## src/rtl/serial_pattern_pkg.sv

```systemverilog
// Shared constants for the serial pattern detector: overlap mode encoding
// and the legal range of the pattern width.
package serial_pattern_pkg;

  typedef enum logic {
    MODE_NONOVERLAP = 1'b0,
    MODE_OVERLAP    = 1'b1
  } overlap_mode_e;

  localparam int unsigned WIDTH_MIN = 2;
  localparam int unsigned WIDTH_MAX = 16;

endpackage

```

## src/rtl/serial_pattern_detector_pulse_stretcher.sv

```systemverilog
// Hold counter that keeps 'active' high for HOLD_TICKS ticks after a trigger.
// A trigger reloads the counter even while it is still running.
module pulse_stretcher #(
  parameter int unsigned HOLD_TICKS = 3
) (
  input  logic clock,
  input  logic reset_n,
  input  logic trigger,
  input  logic tick,
  output logic active
);

  localparam int unsigned CW = $clog2(HOLD_TICKS + 1);

  if (HOLD_TICKS < 1) begin : g_bad_hold
    $error("pulse_stretcher: HOLD_TICKS must be at least 1");
  end

  logic [CW-1:0] count_q;

  always_ff @(posedge clock) begin
    if (!reset_n) begin
      count_q <= '0;
    end else if (trigger) begin
      count_q <= CW'(HOLD_TICKS);
    end else if (tick && count_q != '0) begin
      count_q <= count_q - CW'(1);
    end
  end

  assign active = (count_q != '0);

endmodule

```

## src/rtl/serial_pattern_detector.sv

```systemverilog
// Serial WIDTH-bit pattern detector with loadable pattern, selectable overlap,
// saturating match counter and stretched match flag for display.
module serial_pattern_detector
  import serial_pattern_pkg::*;
#(
  parameter int unsigned           WIDTH           = 4,
  parameter logic [WIDTH-1:0]      DEFAULT_PATTERN = 4'b0110,
  parameter int unsigned           COUNT_WIDTH     = 8,
  parameter int unsigned           HOLD_TICKS      = 3
) (
  input  logic                           clock,
  input  logic                           reset_n,
  input  logic                           enable,
  input  logic                           in,
  input  logic                           load,
  input  logic [WIDTH-1:0]               pattern_in,
  input  logic                           overlap,
  output logic                           match,
  output logic                           match_hold,
  output logic [COUNT_WIDTH-1:0]         match_count,
  output logic [WIDTH-1:0]               history,
  output logic [$clog2(WIDTH+1)-1:0]     fill
);

  localparam int unsigned FILL_W = $clog2(WIDTH + 1);

  if (WIDTH < WIDTH_MIN || WIDTH > WIDTH_MAX) begin : g_bad_width
    $error("serial_pattern_detector: WIDTH out of legal range");
  end

  logic [WIDTH-1:0]  pattern_q;
  logic [WIDTH-1:0]  history_q;
  logic [WIDTH-1:0]  next_history;
  logic [FILL_W-1:0] fill_q;
  logic [FILL_W-1:0] next_fill;
  logic              sample;
  logic              match_next;

  // Match is decided on the post-shift view so it registers on the same
  // edge that consumes the completing bit.
  always_comb begin
    sample       = enable & ~load;
    next_history = {history_q[WIDTH-2:0], in};
    next_fill    = (fill_q == FILL_W'(WIDTH)) ? fill_q : fill_q + FILL_W'(1);
    match_next   = sample && (next_fill == FILL_W'(WIDTH)) && (next_history == pattern_q);
  end

  always_ff @(posedge clock) begin
    if (!reset_n) begin
      pattern_q   <= DEFAULT_PATTERN;
      history_q   <= '0;
      fill_q      <= '0;
      match       <= 1'b0;
      match_count <= '0;
    end else begin
      match <= match_next;
      if (load) begin
        pattern_q <= pattern_in;
        fill_q    <= '0;
      end else if (enable) begin
        history_q <= next_history;
        fill_q    <= (match_next && overlap == MODE_NONOVERLAP) ? '0 : next_fill;
      end
      if (match_next && match_count != '1) begin
        match_count <= match_count + COUNT_WIDTH'(1);
      end
    end
  end

  pulse_stretcher #(
    .HOLD_TICKS(HOLD_TICKS)
  ) u_hold (
    .clock   (clock),
    .reset_n (reset_n),
    .trigger (match_next),
    .tick    (sample),
    .active  (match_hold)
  );

  assign history = history_q;
  assign fill    = fill_q;

endmodule

```

## config.mk

```make
export PLATFORM = sky130hd
export DESIGN_NAME = serial_pattern_detector
export DESIGN_NICKNAME = d
export VERILOG_FILES = /design/src/rtl/serial_pattern_pkg.sv /design/src/rtl/serial_pattern_detector_pulse_stretcher.sv /design/src/rtl/serial_pattern_detector.sv
export SDC_FILE = /design/constraint.sdc
export NUM_CORES = 1
export LEC_CHECK = 0
export ABC_AREA = 0
export BUFFER_PORTS_ARGS = -buffer_cell sky130_fd_sc_hd__buf_2
export CAP_MARGIN = 20
export CORE_ASPECT_RATIO = 1.1
export CORE_MARGIN = 2
export CORE_UTILIZATION = 30
export CTS_CLUSTER_DIAMETER = 40
export CTS_CLUSTER_SIZE = 8
export DETAILED_ROUTE_END_ITERATION = 10
export PLACE_DENSITY = 0.5
export SYNTH_ARGS = -nofsm -noshare
export SYNTH_HDL_FRONTEND = slang
export SYNTH_HIERARCHICAL = 1
export SYNTH_SLANG_ARGS = --single-unit
```

## constraint.sdc

```tcl
create_clock -name clock -period 2.13 [get_ports clock]
set_input_delay 0 -clock clock [delete_from_list [all_inputs] [get_ports clock]]
set_output_delay 0 -clock clock [all_outputs]
set_load 0.005 [all_outputs]
```

==> tab_implementation.tex, run 1 <==
\begin{tabular}{lr}
\hline
Metric & Value \\
\hline
\multicolumn{2}{l}{\textbf{Hold path}} \\
Destination of the worst hold path & history[0] \\
Cell count of the worst hold path & 3 \\
Class of the tightest hold or removal check & primary input to register \\
Origin of the worst min-delay path & in \\
\multicolumn{2}{l}{\textbf{STA}} \\
Fin crit share & 95.1\% \\
Final setup vio count & 0 \\
Relative max-transition margin & 73.1\% \\
WHS & 9.25 ps \\
Upper clock frequency limit & a little under 0.5 GHz \\
Unrepaired setup endpoints after global routing & true \\
Setup clock skew after layout & 3.92 ps \\
Number of max-slew violations in the final report & 0 \\
Measured slew at the worst slew-check pin & 400 ps \\
Number of hold violations in the final report & 0 \\
Shortest clock period the worst path allows after layout & between 2000 and 2500 ps \\
\multicolumn{2}{l}{\textbf{Pwr}} \\
Total power per unit cell area & 526 nW/um\^{}2 \\
Max IR drop VDD & 0.235 mV \\
Total design power & 0.753 mW \\
Leak & 0.645 nW \\
\multicolumn{2}{l}{\textbf{Critical path}} \\
Worst setup path category & register to register \\
Critical path launch point type & register \\
Depth of the worst register-to-register path & 8 \\
CP arrival & between 2000 and 2500 ps \\
List of cells traversed by the critical path & inv\_1 -> ha\_1 -> nor2b\_1 -> o2111a\_2 -> nand4\_2 -> and2b\_2 -> or2\_0 -> o211a\_1 \\
Reg-to-reg startpoint & fill[1] \\
Flop-to-flop setup slack & 100 ps \\
Required time at the endpoint of the critical path & 2280 ps \\
Maximum single-stage delay on the critical path & $\sim$360 ps \\
Critical path endpoint category & register \\
Launching element of the worst setup path & fill[1] \\
Reg-to-reg endpoint & u\_hold/count\_q[0] \\
Cell family with the largest share of critical-path delay & simple AND/OR/NAND/NOR gates \\
CP bufs+invs & 1 \\
Largest driver fanout on the critical path & 6 \\
Cell with the biggest individual delay on the critical path & dfxtp\_1 \\
\multicolumn{2}{l}{\textbf{Die}} \\
Initial core utilization & 31.2\% \\
Area of the core & 3630 sq um \\
Die width & 62.5 um \\
Row Count & 23 \\
Number of I/O pins & 27 \\
Die area & 4280 sq um \\
Vertical extent of the die & around 70 um \\
\multicolumn{2}{l}{\textbf{Synthesis}} \\
EDFF count, synth & 0 \\
Dominant cells by area after synthesis & dfxtp\_1 39\%, mux2i\_1 8.8\%, a21oi\_1 4.4\% \\
Proportion of netlist area held by the largest area contributor & around 39\% \\
Number of flip-flops and latches in the synthesized netlist & 22 \\
Synth async-reset ratio & 0\% \\
Syn Std Cell Area & roughly 1100 sq um \\
Number of unique standard cell types used by synthesis & 30 \\
Yosys warnings & 6 \\
Nets in the synthesized netlist & roughly 140 \\
Cell type with the largest total area after synthesis & dfxtp\_1 \\
Top FF cell, synth & dfxtp\_1 \\
Cells after Synth & 121 \\
Post-synthesis average cell area & 9.35 sq um \\
Portion of the post-synthesis area used by sequential elements & 38.9\% \\
\multicolumn{2}{l}{\textbf{Drt}} \\
Via Count & 976 \\
Average via count per standard cell & 4.78 \\
DRC violation count after routing & 0 \\
First-pass DRT Iterations & 4 \\
Final WL & 2500 um \\
Initial drt markers & 14 \\
ANT nets after route & 0 \\
Final routed wire length divided by cell count & 12.3 um \\
\multicolumn{2}{l}{\textbf{Cells and area}} \\
Area Overhead vs Synth & 26.4\% \\
Flip-flop and latch area & $\sim$440 sq um \\
ANT cells & 0 \\
Footprint of the multi-input gates & 656 sq um \\
Fraction of layout instances using a drive strength above 1 & 26.6\% \\
Nets@finish & 170 \\
Fillers & 400 \\
Cell area after layout & 1430 sq um \\
Final Util & around two fifths \\
\multicolumn{2}{l}{\textbf{Clock network}} \\
CTS clk-pin slew, worst paths & $\sim$70 ps \\
Clock tree from TritonCTS & yes \\
Number of buffers on the longest clock path & 2 \\
TritonCTS buffer count & 3 \\
Clk Tree Root Cell & clkbuf\_8 \\
Num Clock Sinks & 22 \\
H-tree depth & 1 \\
Skew-Pair Late Insertion Delay & 260 ps \\
\multicolumn{2}{l}{\textbf{Place}} \\
Final weighted congestion in routability-driven placement & approximately 0.8 \\
Post-placement cell area & around 1300 sq um \\
Input/output buffers & 26 \\
Hpwl dp & 1820 um \\
\multicolumn{2}{l}{\textbf{Outcome}} \\
Run status & complete, no violations \\
\multicolumn{2}{l}{\textbf{Global routing}} \\
Vias in the first global route & $\sim$860 \\
Global-route wire length before repair & 3920 um \\
Overflow left after global routing & 0 \\
Pin count of the biggest net entering global routing & 14 \\
Overall Global Routing Usage & 12.1\% \\
Initial antenna violation count & 0 \\
\multicolumn{2}{l}{\textbf{Job}} \\
Max-cap violation count & 0 \\
\hline
\end{tabular}
==> stage by stage <==
step           instances  setup slack (ps)  setup TNS (ps)
6_report             204               105               0
3_5_place_dp         196              10.2               0
3_3_place_gp         196              28.4               0
4_1_cts              203              14.7               0
2_1_floorplan        121              51.5               0
5_1_grt              204             -17.2           -35.0
==> worst min-delay path: cells and delay by family <==
| family | cells | cell delay [ps] |
|---|---|---|
| buffers and inverters | 1 | 90 |
| multiplexers | 1 | 60 |
| AND/OR/NAND/NOR | 1 | 70 |
==> cells in the final DEF (no fill, tap or decap) <==
cell type	synthesis	final
buf_2	3	26
o311ai_1	0	1
a2111oi_0	1	1
nor2_2	0	1
dfxtp_1	22	22
nand3_1	6	6
ha_1	4	4
o2111a_2	0	1
nand4_2	1	1
buf_4	0	4
o311a_1	1	1
dlygate4sd3_1	0	4
and2_1	1	1
nand2_1	7	7
and3_1	3	3
xnor2_2	1	1
a21oi_1	10	10
nor2_1	10	9
o31ai_1	6	6
o211a_1	1	1
nor2b_1	2	2
nor2_8	1	1
inv_1	8	8
or2_0	1	1
and4b_2	1	1
mux2i_1	10	10
nand4_4	0	1
clkbuf_8	0	3
nand2b_1	3	3
nand4bb_1	2	2
and2b_2	1	1
xnor2_1	5	5
or4_1	6	6
==> area by class of cell <==
type	count	area share (%)
Multi-Input combinational cell	87	45.8
Clock buffer	3	2.89
Timing Repair Buffer	34	14.0
Tap cell	50	4.37
Sequential cell	22	30.8
Inverter	8	2.10
==> sequential cells by signal, indices dropped and copies added (netlist names) <==
register        count
fill                3
pattern_q           4
u_hold/count_q      2
history             4
match_count         8
match               1
==> power by group <==
part	internal [mW]	switching, mW
logic	0.0334	0.0377
registers	0.418	0.00600
clock network	0.126	0.131
total	0.578	0.175
==> synthesized netlist by cell type (all sizes together) (2+ instances only) <==
library cell / number
dfxtp: 22
nor2: 11
a21oi: 10
mux2i: 10
inv: 8
nand2: 7
nand3: 6
o31ai: 6
or4: 6
xnor2: 6
buf: 4
ha: 4
and3: 3
nand2b: 3
nand4bb: 2
nor2b: 2
==> routing by layer <==
metal | track usage [%] | vias up | part of all wire [%]
met2 | 20.3 | 18 | 49
met1 | 14.9 | 454 | 46
met5 | 0 | - | 0
li1 | - | 500 | -
met4 | 6.67 | 0 | 1.6
met3 | 2.14 | 4 | 3.4
==> cell families (layout without fill, tap and decap cells) <==
group | count (synthesis) | in the layout | synth area share, %
and+or+nand+nor | 45 | 46 | 24.4
DFF | 22 | 22 | 38.9
AOI/OAI and AO/OA | 21 | 21 | 12.7
buffers and inverters | 13 | 45 | 5.31
muxes | 10 | 10 | 8.85
xor gates and xnor gates | 6 | 6 | 5.31
adders and majority gates | 4 | 4 | 4.42
==> how the worst max path moves through the flow <==
| stage | end | slack (ps) | cells after the start |
|---|---|---|---|
| floorplan | match_count[5] | 50 | 8 |
| global placement | match_count[3] | 30 | 7 |
| detailed placement | match_count[3] | 10 | 7 |
| CTS | match_count[3] | 10 | 7 |
| global route | match_count[5] | -20 | 7 |
| finish | u_hold/count_q[0] | 100 | 8 |
==> repair_timing <==
item | 4_1_cts | 5_1_grt
hold buffers | 4 | 0
hold endpoints to repair | 4 | 0
endpoints found under the setup margin | 3 | 10
gates cloned | 0 | 1
buffers inserted | 0 | 0
gates resized for setup | 1 | 3
(Power assumes the default switching activity.)
==> inputs of run 2 (changes only) <==
Settings changed: SETUP_SLACK_MARGIN set to 0.3.
==> tab_implementation.tex, run 2 (synthesis gave the netlist of run 1 again) <==
\begin{tabular}{lr}
\hline
Metric & Value \\
\hline
\multicolumn{2}{l}{\textbf{Outcome}} \\
Run status & complete, no violations \\
\multicolumn{2}{l}{\textbf{Place}} \\
Hpwl dp & 1810 um (-0.53\%) \\
Input/output buffers & 26 (unchanged) \\
Final weighted congestion in routability-driven placement & 0.813 (+4.5\%) \\
\multicolumn{2}{l}{\textbf{Die}} \\
Row Count & 23 (unchanged) \\
Area of the core & 3630 sq um (unchanged) \\
Number of I/O pins & 27 (unchanged) \\
Die area & 4280 sq um (unchanged) \\
Vertical extent of the die & 68.4 um (unchanged) \\
Initial core utilization & 31.2\% (unchanged) \\
Die width & 62.5 um (unchanged) \\
\multicolumn{2}{l}{\textbf{Cells and area}} \\
ANT cells & 0 (unchanged) \\
Nets@finish & 176 (+3.5\%) \\
Max reg flops & 8 (unchanged) \\
Fraction of layout instances using a drive strength above 1 & 39.1\% (+13 points) \\
Fillers & 393 (-1.8\%) \\
Area Overhead vs Synth & 40.9\% \\
Most common cell after layout, fill and taps aside & buf\_2 \\
Highest-count cells in the layout ignoring fill and taps & 26 x buf\_2, 20 x dfxtp\_1, 10 x mux2i\_1 \\
Register ranked first by flip-flop count & match\_count \\
\multicolumn{2}{l}{\textbf{Drt}} \\
Average via count per standard cell & 4.88 (+2.0\%) \\
Final routed wire length divided by cell count & 12.8 um (+4.4\%) \\
Via Count & 1030 (+5.5\%) \\
DRC violation count after routing & 0 (unchanged) \\
WL met2 & 1390 um (+12\%) \\
ANT nets after route & 0 (unchanged) \\
Final WL & 2700 um (+8.0\%) \\
Met3 Wirelength & 103 um (+23\%) \\
First-pass DRT Iterations & 4 (unchanged) \\
Highest Signal Layer & met4 \\
Initial drt markers & 21 (+7) \\
Met1 wire length & 1190 um (+3.9\%) \\
\multicolumn{2}{l}{\textbf{Pwr}} \\
Leak & 0.688 nW (+6.7\%) \\
Logic pwr share & 10.9\% (+1.5 points) \\
Max IR drop VDD & 0.224 mV (-4.9\%) \\
Switching part of the total & 23.1\% (-0.16 points) \\
Clock Power Share & 33.8\% (-0.4 points) \\
Internal cell power & 0.589 mW (+1.9\%) \\
NetSw & 0.177 mW (+0.97\%) \\
Sequential power share & 55.3\% (-1.1 points) \\
Total power per unit cell area & 480 nW/um\^{}2 (-8.8\%) \\
\multicolumn{2}{l}{\textbf{Clock network}} \\
Num Clock Sinks & 22 (unchanged) \\
H-tree depth & 1 (unchanged) \\
CTS clk-pin slew, worst paths & 80 ps (about the same) \\
TritonCTS buffer count & 3 (unchanged) \\
Clk Tree Root Cell & clkbuf\_8 \\
Clock tree from TritonCTS & yes \\
Skew-Pair Late Insertion Delay & 250 ps (about the same) \\
Number of buffers on the longest clock path & 2 (unchanged) \\
\multicolumn{2}{l}{\textbf{Job}} \\
Max-cap violation count & 0 (unchanged) \\
\multicolumn{2}{l}{\textbf{Critical path}} \\
Maximum single-stage delay on the critical path & 520 ps (+160 ps) \\
Critical path endpoint category & register \\
List of cells traversed by the critical path & inv\_4 -> ha\_4 -> nor2b\_1 -> o2111a\_2 -> nand4\_4 -> or4\_1 -> a21oi\_2 \\
Largest driver fanout on the critical path & 6 (unchanged) \\
CP arrival & 2060 ps (-120 ps) \\
CP bufs+invs & 1 (unchanged) \\
Cell with the biggest individual delay on the critical path & or4\_1 \\
Critical path launch point type & register \\
Cell family with the largest share of critical-path delay & simple AND/OR/NAND/NOR gates \\
Worst setup path category & register to register \\
Required time at the endpoint of the critical path & 2320 ps (+40 ps) \\
\multicolumn{2}{l}{\textbf{STA}} \\
Fin crit share & 87.8\% (-7.2 points) \\
Number of hold violations in the final report & 0 (unchanged) \\
Post-route setup TNS & 0 ps (unchanged) \\
Setup clock skew after layout & 2.50 ps (-1.42 ps) \\
Number of max-slew violations in the final report & 0 (unchanged) \\
Upper clock frequency limit & 0.534 GHz (+8.2\%) \\
Shortest clock period the worst path allows after layout & 1870 ps (-154 ps) \\
Final setup vio count & 0 (unchanged) \\
Unrepaired setup endpoints after global routing & true \\
Relative max-transition margin & 67.6\% (-5.6 points) \\
WHS & 6.40 ps (-2.84 ps) \\
Measured slew at the worst slew-check pin & 483 ps (+83.0 ps) \\
\multicolumn{2}{l}{\textbf{Global routing}} \\
Vias in the first global route & 1007 (+18\%) \\
Global-route wire length before repair & 4570 um (+17\%) \\
Pin count of the biggest net entering global routing & 13 (-1) \\
Overall Global Routing Usage & 13.3\% (+1.3 points) \\
Initial antenna violation count & 0 (unchanged) \\
Overflow left after global routing & 0 (unchanged) \\
\multicolumn{2}{l}{\textbf{Hold path}} \\
Class of the tightest hold or removal check & primary input to register \\
\hline
\end{tabular}
[run 2: cell count changes in the layout (fill, tap and decap cells not counted), sizes merged]
cell / change
nand2: +1
buf: +5
clkbuf: +1
[run 2: stage by stage]
step	power (mW)	worst slack (ps)	instance area [sq um]	std cells	utilization, %
2_1_floorplan	0.477	315	1150	121	-
3_3_place_gp	0.496	154	1320	193	36.4
3_5_place_dp	0.497	68.1	1320	193	36.4
4_1_cts	0.780	225	1480	208	40.9
5_1_grt	0.814	157	1590	211	44.0
6_report	0.765	259	1590	211	44.0
[run 2: layout make-up]
| cell class | instances | area [sq um] | area share (%) |
|---|---|---|---|
| Sequential cell | 22 | 448 | 28.1 |
| Inverter | 8 | 32.5 | 2.04 |
| Timing Repair Buffer | 39 | 238 | 14.9 |
| Clock buffer | 4 | 45.0 | 2.83 |
| Tap cell | 50 | 62.6 | 3.92 |
| Multi-Input combinational cell | 88 | 768 | 48.2 |
[run 2: routing by layer]
metal  track usage (%)  up-vias
li1                  -      520
met1              15.9      491
met2              25.0       17
met3              2.63        2
met4              3.33        0
met5                 0        -
[run 2: final timing paths]
path	start	to	slack [ps]	cells after the start
max	fill[1]	match_count[4]	260	7
min	reset_n	pattern_q[1]	6	2
max reg2reg	fill[1]	match_count[4]	260	7
min reg2reg	history[3]	history[3]	500	2
[run 2: power by group through the flow]
stage	Sequential, mW	Clock [mW]	Combinational, mW
6_report	0.423	0.259	0.0834
5_1_grt	0.425	0.297	0.0919
4_1_cts	0.424	0.279	0.0768
3_5_place_dp	0.435	0	0.0623
3_3_place_gp	0.434	0	0.0615
2_1_floorplan	0.434	0	0.0437
[run 2: repair_timing]
item | in CTS | in global routing
pin swaps | 3 | 9
hold buffers | 4 | 0
gates resized for setup | 6 | 18
hold endpoints to repair | 4 | 0
setup endpoints to repair | 11 | 11
cloned | 2 | 0
setup buffers | 5 | 3
==> inputs of run 3 (changes only) <==
Settings changed: GPL_ROUTABILITY_DRIVEN set to 1, HOLD_SLACK_MARGIN set to 0.15.
==> tab_implementation.tex, run 3 (synthesis gave the netlist of run 1 again) <==
\begin{tabular}{lr}
\hline
Metric & Value \\
\hline
\multicolumn{2}{l}{\textbf{STA}} \\
Relative max-transition margin & 67.5\% (about the same) \\
Shortest clock period the worst path allows after layout & 1870 ps (-0.426 ps) \\
Post-route setup TNS & 0 ps (unchanged) \\
Final setup vio count & 0 (unchanged) \\
Number of hold violations in the final report & 0 (unchanged) \\
Unrepaired setup endpoints after global routing & true \\
Measured slew at the worst slew-check pin & 484 ps (+0.310 ps) \\
WHS & 158 ps (+152 ps) \\
Fin crit share & 87.8\% (about the same) \\
Setup clock skew after layout & 2.18 ps (-0.327 ps) \\
Upper clock frequency limit & 0.535 GHz (about the same) \\
Number of max-slew violations in the final report & 0 (unchanged) \\
Worst Setup Slack, final & 259 ps (+0.426 ps) \\
\multicolumn{2}{l}{\textbf{Critical path}} \\
Critical path endpoint category & register \\
Worst setup path category & register to register \\
Required time at the endpoint of the critical path & 2320 ps (about the same) \\
Largest driver fanout on the critical path & 6 (unchanged) \\
CP arrival & 2060 ps (about the same) \\
Critical path launch point type & register \\
Depth of the worst register-to-register path & 7 (unchanged) \\
Reg-to-reg endpoint & match\_count[4] \\
Flop-to-flop setup slack & 260 ps (about the same) \\
Reg-to-reg startpoint & fill[1] \\
\multicolumn{2}{l}{\textbf{Clock network}} \\
Number of buffers on the longest clock path & 2 (unchanged) \\
H-tree depth & 1 (unchanged) \\
Clk Tree Root Cell & clkbuf\_8 \\
Num Clock Sinks & 22 (unchanged) \\
TritonCTS buffer count & 3 (unchanged) \\
Clock tree from TritonCTS & yes \\
Skew-Pair Late Insertion Delay & 250 ps (about the same) \\
CTS clk-pin slew, worst paths & 80 ps (about the same) \\
\multicolumn{2}{l}{\textbf{Drt}} \\
First-pass DRT Iterations & 4 (unchanged) \\
Initial drt markers & 24 (+14\%) \\
ANT nets after route & 0 (unchanged) \\
Final routed wire length divided by cell count & 13.1 um (+2.6\%) \\
Via Count & 1049 (+1.8\%) \\
Average via count per standard cell & 4.83 (-0.97\%) \\
DRC violation count after routing & 0 (unchanged) \\
Final WL & 2850 um (+5.5\%) \\
\multicolumn{2}{l}{\textbf{Hold path}} \\
Class of the tightest hold or removal check & primary input to register \\
Cell count of the worst hold path & 3 (+1) \\
Origin of the worst min-delay path & load \\
Destination of the worst hold path & pattern\_q[3] \\
\multicolumn{2}{l}{\textbf{Die}} \\
Die width & 62.5 um (unchanged) \\
Die area & 4280 sq um (unchanged) \\
Number of I/O pins & 27 (unchanged) \\
Row Count & 23 (unchanged) \\
Area of the core & 3630 sq um (unchanged) \\
Vertical extent of the die & 68.4 um (unchanged) \\
Initial core utilization & 31.2\% (unchanged) \\
\multicolumn{2}{l}{\textbf{Global routing}} \\
Pin count of the biggest net entering global routing & 13 (unchanged) \\
Vias in the first global route & 1049 (+4.2\%) \\
Overall Global Routing Usage & 13.8\% (+0.50 points) \\
Initial antenna violation count & 0 (unchanged) \\
Overflow left after global routing & 0 (unchanged) \\
Global-route wire length before repair & 4750 um (+3.9\%) \\
\multicolumn{2}{l}{\textbf{Pwr}} \\
Total power per unit cell area & 469 nW/um\^{}2 (-2.3\%) \\
Leak & 0.710 nW (+3.1\%) \\
Total design power & 0.776 mW (+1.4\%) \\
Max IR drop VDD & 0.224 mV (+0.20\%) \\
\multicolumn{2}{l}{\textbf{Cells and area}} \\
Fraction of layout instances using a drive strength above 1 & 37.7\% (-1.4 points) \\
Area Overhead vs Synth & 46.2\% \\
Cell area after layout & 1650 sq um (+3.8\%) \\
Fillers & 386 (-1.8\%) \\
Max reg flops & 8 (unchanged) \\
Nets@finish & 182 (+3.4\%) \\
Highest-count cells in the layout ignoring fill and taps & 26 x buf\_2, 20 x dfxtp\_1, 10 x mux2i\_1, 10 x dlygate4sd3\_1 \\
ANT cells & 0 (unchanged) \\
Most common cell after layout, fill and taps aside & buf\_2 \\
Register ranked first by flip-flop count & match\_count \\
\multicolumn{2}{l}{\textbf{Job}} \\
Max-cap violation count & 0 (unchanged) \\
\multicolumn{2}{l}{\textbf{Place}} \\
Hpwl dp & 1810 um (unchanged) \\
Worst slack, placed & 68.1 ps (unchanged) \\
Final weighted congestion in routability-driven placement & 0.813 (unchanged) \\
Post-placement cell area & 1320 sq um (unchanged) \\
Input/output buffers & 26 (unchanged) \\
\multicolumn{2}{l}{\textbf{Outcome}} \\
Run status & complete, no violations \\
\hline
\end{tabular}
## run 3: cell types whose count changed in the layout (fill, tap and decap cells not counted)
cell           delta
dlygate4sd3_1     +6
## run 3: worst max-delay path by stage
stage	slack, ps	start	endpoint	cells past startpoint
finish	260	fill[1]	match_count[4]	7
global route	160	fill[1]	match_count[4]	7
CTS	230	fill[1]	u_hold/count_q[0]	8
detailed placement	70	fill[0]	match_count[5]	6
global placement	150	fill[0]	match_count[3]	6
floorplan	310	fill[0]	match_count[2]	8
## run 3: cell type report
class,instances,area [sq um],area share [%]
tap,50,62.6,3.78
sequential,22,448,27.1
inverter,8,32.5,1.97
multi-input combinational,88,768,46.4
timing repair buffer,45,298,18.0
clock buffer,4,45.0,2.72
## run 3: report_power, final
group	switching [mW]	internal [mW]	leakage, nW
sequential	0.00675	0.417	0.180
clock	0.127	0.133	0.0228
combinational	0.0464	0.0466	0.507
total	0.180	0.596	0.710
## run 3: through the flow
step,utilization [%],instances
after global routing,45.6,217
final,45.6,217
after detailed placement,36.4,193
after floorplan,-,121
after global placement,36.4,193
after CTS,43.1,216
## run 3: worst max-delay path, cell delays in order (launching register included)
cell and delay [ps]:
dfxtp_4 380, inv_4 40, ha_4 240, nor2b_1 110, o2111a_2 250, nand4_4 130
or4_1 520, a21oi_2 140
## run 3: routing by layer
| layer | share of wire (%) | track usage, % | vias to the layer above | wire length, um |
|---|---|---|---|---|
| li1 | - | - | 534 | - |
| met1 | 44 | 16.5 | 496 | 1260 |
| met2 | 52 | 26.2 | 17 | 1480 |
| met3 | 3.3 | 2.47 | 2 | 95 |
| met4 | 0.84 | 3.33 | 0 | 24 |
| met5 | 0 | 0 | - | 0 |
## run 3: timing repair
| action | 4_1_cts | 5_1_grt |
|---|---|---|
| pin swaps | 3 | 9 |
| gates cloned | 2 | 0 |
| endpoints found under the hold margin | 13 | 0 |
| hold buffers | 12 | 0 |
| setup endpoints to repair | 11 | 13 |
| buffers inserted | 5 | 3 |
| gates resized for setup | 6 | 18 |
